[config.mk]
export PLATFORM = sky130hd
export DESIGN_NAME = core_store_buffer
export DESIGN_NICKNAME = d
export VERILOG_FILES = /design/src/rtl/core_store_buffer.sv
export SDC_FILE = /design/constraint.sdc
export NUM_CORES = 1
export LEC_CHECK = 0
export BUFFER_PORTS_ARGS = -buffer_cell sky130_fd_sc_hd__buf_2
export CAP_MARGIN = 20
export CELL_PAD_IN_SITES_DETAIL_PLACEMENT = 0
export CELL_PAD_IN_SITES_GLOBAL_PLACEMENT = 1
export CORE_MARGIN = 2
export CORE_UTILIZATION = 25
export CTS_CLUSTER_DIAMETER = 40
export CTS_CLUSTER_SIZE = 10
export DETAILED_ROUTE_END_ITERATION = 7
export MAX_ROUTING_LAYER = met4
export PLACE_DENSITY = 0.58
export SLEW_MARGIN = 20
export SYNTH_ARGS = -nofsm -noshare
export SYNTH_HDL_FRONTEND = slang
export SYNTH_SLANG_ARGS = --single-unit
[constraint.sdc]
create_clock -name i_clk -period 11.44 [get_ports i_clk]
set_input_delay 2.288 -clock i_clk [delete_from_list [all_inputs] [get_ports i_clk]]
set_output_delay 2.288 -clock i_clk [all_outputs]
set_load 0.02 [all_outputs]
[src/rtl/core_store_buffer.sv]
// Store buffer between the memory stage and the data bus: formats stores into
// lane-replicated words with byte selects, queues them, and drains in order.
module core_store_buffer #(
    parameter int DEPTH = 2
) (
    input  logic        i_clk,
    input  logic        i_reset,
    input  logic        i_st_valid,
    output logic        o_st_ready,
    input  logic [31:0] i_addr,
    input  logic [31:0] i_data,
    input  logic [2:0]  i_funct3,
    output logic        o_fault,
    output logic        o_bus_req,
    output logic [29:0] o_bus_addr,
    output logic [31:0] o_bus_wdata,
    output logic [3:0]  o_bus_wsel,
    input  logic        i_bus_ack,
    input  logic [29:0] i_ld_addr,
    output logic        o_ld_hit,
    output logic        o_empty
);

    localparam int PW = $clog2(DEPTH);
    localparam logic [PW:0] CNT_FULL = (PW + 1)'(DEPTH);

    typedef struct packed {
        logic [29:0] addr;
        logic [31:0] wdata;
        logic [3:0]  wsel;
    } entry_t;

    entry_t           entries [DEPTH];
    logic [DEPTH-1:0] valid_q;
    logic [PW-1:0]    head_q;
    logic [PW-1:0]    tail_q;
    logic [PW:0]      count_q;

    logic [31:0] fmt_wdata;
    logic [3:0]  fmt_wsel;
    logic        bad_funct3;
    logic        misaligned;
    logic        push;
    logic        pop;
    entry_t      head_entry;

    // NOTE: every output of a combinational block gets a default first, so no
    // path through the case can leave it unassigned and infer a latch.
    always_comb begin
        fmt_wdata  = i_data;
        fmt_wsel   = 4'b0000;
        bad_funct3 = 1'b0;
        misaligned = 1'b0;
        case (i_funct3)
            3'b000: begin
                fmt_wdata = {4{i_data[7:0]}};
                fmt_wsel  = 4'b0001 << i_addr[1:0];
            end
            3'b001: begin
                fmt_wdata  = {2{i_data[15:0]}};
                fmt_wsel   = 4'b0011 << {i_addr[1], 1'b0};
                misaligned = i_addr[0];
            end
            3'b010: begin
                fmt_wsel   = 4'b1111;
                misaligned = |i_addr[1:0];
            end
            default: bad_funct3 = 1'b1;
        endcase
    end

    assign o_fault    = i_st_valid & (bad_funct3 | misaligned);
    assign o_st_ready = (count_q != CNT_FULL);
    assign o_empty    = (count_q == '0);
    assign o_bus_req  = ~o_empty;

    // Faulting stores still handshake but are dropped here.
    assign push = i_st_valid & o_st_ready & ~o_fault;
    assign pop  = o_bus_req & i_bus_ack;

    // NOTE: sequential state uses non-blocking assignments so every register
    // samples pre-edge values regardless of statement order.
    always_ff @(posedge i_clk) begin
        if (i_reset) begin
            head_q  <= '0;
            tail_q  <= '0;
            count_q <= '0;
            valid_q <= '0;
        end else begin
            if (pop) begin
                head_q          <= head_q + 1'b1;
                valid_q[head_q] <= 1'b0;
            end
            if (push) begin
                tail_q          <= tail_q + 1'b1;
                valid_q[tail_q] <= 1'b1;
            end
            case ({push, pop})
                2'b10:   count_q <= count_q + 1'b1;
                2'b01:   count_q <= count_q - 1'b1;
                default: count_q <= count_q;
            endcase
        end
    end

    // NOTE: the entry array has no reset; valid_q and count_q gate every use
    // of it, so stale contents are never observable.
    always_ff @(posedge i_clk) begin
        if (push) begin
            entries[tail_q] <= '{addr: i_addr[31:2], wdata: fmt_wdata, wsel: fmt_wsel};
        end
    end

    assign head_entry  = entries[head_q];
    assign o_bus_addr  = o_bus_req ? head_entry.addr  : '0;
    assign o_bus_wdata = o_bus_req ? head_entry.wdata : '0;
    assign o_bus_wsel  = o_bus_req ? head_entry.wsel  : '0;

    // Word-granular alias check against committed entries only.
    always_comb begin
        o_ld_hit = 1'b0;
        for (int i = 0; i < DEPTH; i++) begin
            if (valid_q[i] && (entries[i].addr == i_ld_addr)) begin
                o_ld_hit = 1'b1;
            end
        end
    end

endmodule

==> flow_summary.json <==
{
  "run_status": "finished, final reports clean",
  "vdd_drop_max_mv": 0.0954,
  "wire_length_of_the_first_global_routing_pass_mm": 25.6,
  "clockBufferDepth": 2,
  "power.density_mw_per_mm2": 177,
  "grtUsageTotal_pct": 13.3,
  "holdPathEnd": "count_q[1]$_SDFFE_PP0P_",
  "grt_overflow_total": 0,
  "h-tree-depth": 4,
  "cts_inserted_buffers": 17,
  "post_synth.cell_area_avg_sq_um": 13.8,
  "finClkSkew_ns": 0.00624,
  "cts_root_buffer": "clkbuf_16",
  "post_synth_xor_area_fraction_pct": 8.67,
  "clk_pin_slew_worst_paths_ns": 0.06,
  "design_power_total_uw": 1450,
  "dieArea_sq_mm": 0.0267,
  "maxClockFrequency_ghz": 0.167,
  "placeableCoreArea_sq_mm": 0.0251,
  "buffer_ports.inserted": 171,
  "routed_wire_length_mm": 17.2,
  "rr_worst_depth": 5,
  "timing_max_transition_violations_final": 0,
  "setup_violations": 0,
  "netlist-cell-type-count": 29,
  "initial_util_pct": 25.3,
  "synth.top_cells.by_area": "edfxtp_1 62%, mux2i_1 12%, nor2_1 4.7%, xnor2_1 4.4%, xor2_1 4.3%",
  "vias_per_cell": 4.32,
  "post_synth_fa_ha_maj_area_fraction_pct": 0.197,
  "grt_pass1_vias": 4438,
  "number_of_flops_mapped_to_enable_cells_by_yosys": 132,
  "worst_flop_to_flop_path_endpoint": "entries[1][23]$_DFFE_PP_",
  "io_pins": 172,
  "hold_path_startpoint": "count_q[1]$_SDFFE_PP0P_",
  "die_w_um": 164,
  "max_cap_viols": 0,
  "grt_antenna_before_repair": 3,
  "setup.reg_to_reg.worst_slack_ns": 8.76,
  "hpwl_dp_mm": 12.2,
  "drive_above_1_share_pct": 34.9,
  "data_required_time_of_the_critical_path_ns": 9.15,
  "final.min_clock_period_ns": 5.99,
  "synth-main-ff-cell": "edfxtp_1",
  "num_rows": 58,
  "period_share_pct": 52.4,
  "final_nets": 737,
  "synthesis.yosys.warnings": 0,
  "hold_slack_ns": 0.500,
  "place_congestion": 0.887,
  "main_combinational_cell_family_by_area_after_synthesis": "multiplexers",
  "cts.hold.buffers_added": 0,
  "yosys.area_share.simple_pct": 7.95,
  "crit_fanout": 2,
  "most_repeated_cell_in_the_gate_level_netlist_after_synthesis": "edfxtp_1",
  "grt_setup_unrepaired": "false",
  "tritoncts_clock_tree": "yes",
  "insertion_delay_to_the_later_sink_of_the_worst_skew_pair_ns": 0.41,
  "worst_ep_arrival_time_ns": 3.70,
  "cts_resized": 0,
  "synth-seq-area-share_pct": 64.5,
  "slew_headroom_pct": 32.4,
  "post-synth-top-area-cell": "edfxtp_1",
  "post_synth_instance_area_sq_mm": 0.00636,
  "synth.mux.area_fraction_pct": 14.6,
  "wl_per_cell_um": 17.6,
  "synth_compound_area_share_pct": 2.03,
  "power.leakage_uw": 0.00304,
  "totalNegativeSetupSlack_ns": 0,
  "worst_pin_slew_ns": 1.01,
  "tritoncts_num_sinks": 139,
  "die_h_um": 164,
  "hold_depth": 2,
  "regToRegStartpoint": "count_q[0]$_SDFFE_PP0P_",
  "drt.antenna.violating_nets": 0,
  "largest_net_degree_at_the_start_of_global_routing": 38,
  "holdCritPathClass": "reg -> reg",
  "vias_post_dr": 4229,
  "mappedNetlistNets": 562,
  "drc": 0,
  "asyncSetResetFlopFracSynth_pct": 0,
  "synth-seq-cells": 139,
  "area.growth.synth_to_final_pct": 28.4,
  "drtIter0Drc": 202,
  "netlist.area_leader.share_pct": 62.3,
  "final_hold_viol_count": 0,
  "path_class": "in -> out",
  "netlist_instances": 460,
  "critPathCaptureType": "output port",
  "post_synth_most_frequent_cells": "132 x edfxtp_1, 80 x nor2_1, 75 x mux2i_1",
  "critPathLaunchType": "primary input",
  "drtPass1Iterations": 5,
  "post-cts-setup-buffers": 0
}
-- sequential cells by signal (all words and copies together) (netlist names), named ones only --
register and cells:
count_q 2, entries 132, head_q 1, tail_q 1
valid_q 2
-- critical path, cell delays in order --
cell and delay [ns]:
buf_2 0.11, xnor2_1 0.19, nand4_1 0.21, or4_1 0.55
o22ai_1 0.16, buf_2 0.19
-- final cells by class --
cell class	instances	area (sq um)
Antenna cell	3	7.51
Clock buffer	18	429
Clock inverter	13	150
Fill cell	2621	16900
Inverter	8	30.0
Multi-Input combinational cell	293	2140
Sequential cell	139	4110
Tap cell	330	413
Timing Repair Buffer	176	893
-- report_power, final --
group | switching, uW | leakage (uW) | total [uW] | internal [uW]
Sequential | 19.1 | 0.00126 | 596 | 577
Combinational | 197 | 0.00150 | 307 | 110
Clock | 205 | 0.000284 | 544 | 340
Total | 421 | 0.00304 | 1450 | 1030
-- worst max-delay path by stage --
stage / cells past startpoint / endpoint / startpoint / slack (ns)
floorplan: 5 / entries[1][0]$_DFFE_PP_ / i_funct3[0] / 5.26
global placement: 6 / o_ld_hit / i_ld_addr[16] / 5.40
detailed placement: 6 / o_ld_hit / i_ld_addr[16] / 5.39
CTS: 6 / o_ld_hit / i_ld_addr[16] / 5.38
global route: 6 / o_ld_hit / i_ld_addr[16] / 5.36
finish: 6 / o_ld_hit / i_ld_addr[16] / 5.45
-- layer usage --
metal | wire, um | track usage (%)
met1 | 7720 | 16.2
met4 | 168 | 3.71
met2 | 7870 | 21.4
met5 | 0 | -
met3 | 1460 | 4.14
-- metrics by stage --
stage	cell area (sq um)	setup WS (ns)	utilization [%]	std cells
floorplan	6360	5.26	-	460
global placement	7580	5.40	30.2	946
detailed placement	7580	5.39	30.2	946
CTS	8160	5.38	32.5	977
global route	8170	5.36	32.5	980
finish	8170	5.45	32.5	980
-- cell families (layout without fill, tap and decap cells) --
| logic type | count (synthesis) | count (layout) |
|---|---|---|
| buffers and inverters | 28 | 215 |
| AO/OA/AOI/OAI | 24 | 24 |
| AND/OR/NAND/NOR | 114 | 114 |
| other | 0 | 3 |
| XOR/XNOR | 63 | 63 |
| adder cells (fa/ha/maj) | 1 | 1 |
| flip-flops | 139 | 139 |
| multiplexers | 91 | 91 |
-- cell usage in the layout (no fill, tap or decap), types with 10 or more instances in the layout --
master       n
clkbuf_16   17
mux2_2      16
nand4_1     10
mux2i_1     75
nor2_1      79
xnor2_1     32
buf_2      171
a21oi_1     14
edfxtp_1   132
xor2_1      31
No activity file was read; power rests on OpenSTA's default activity.
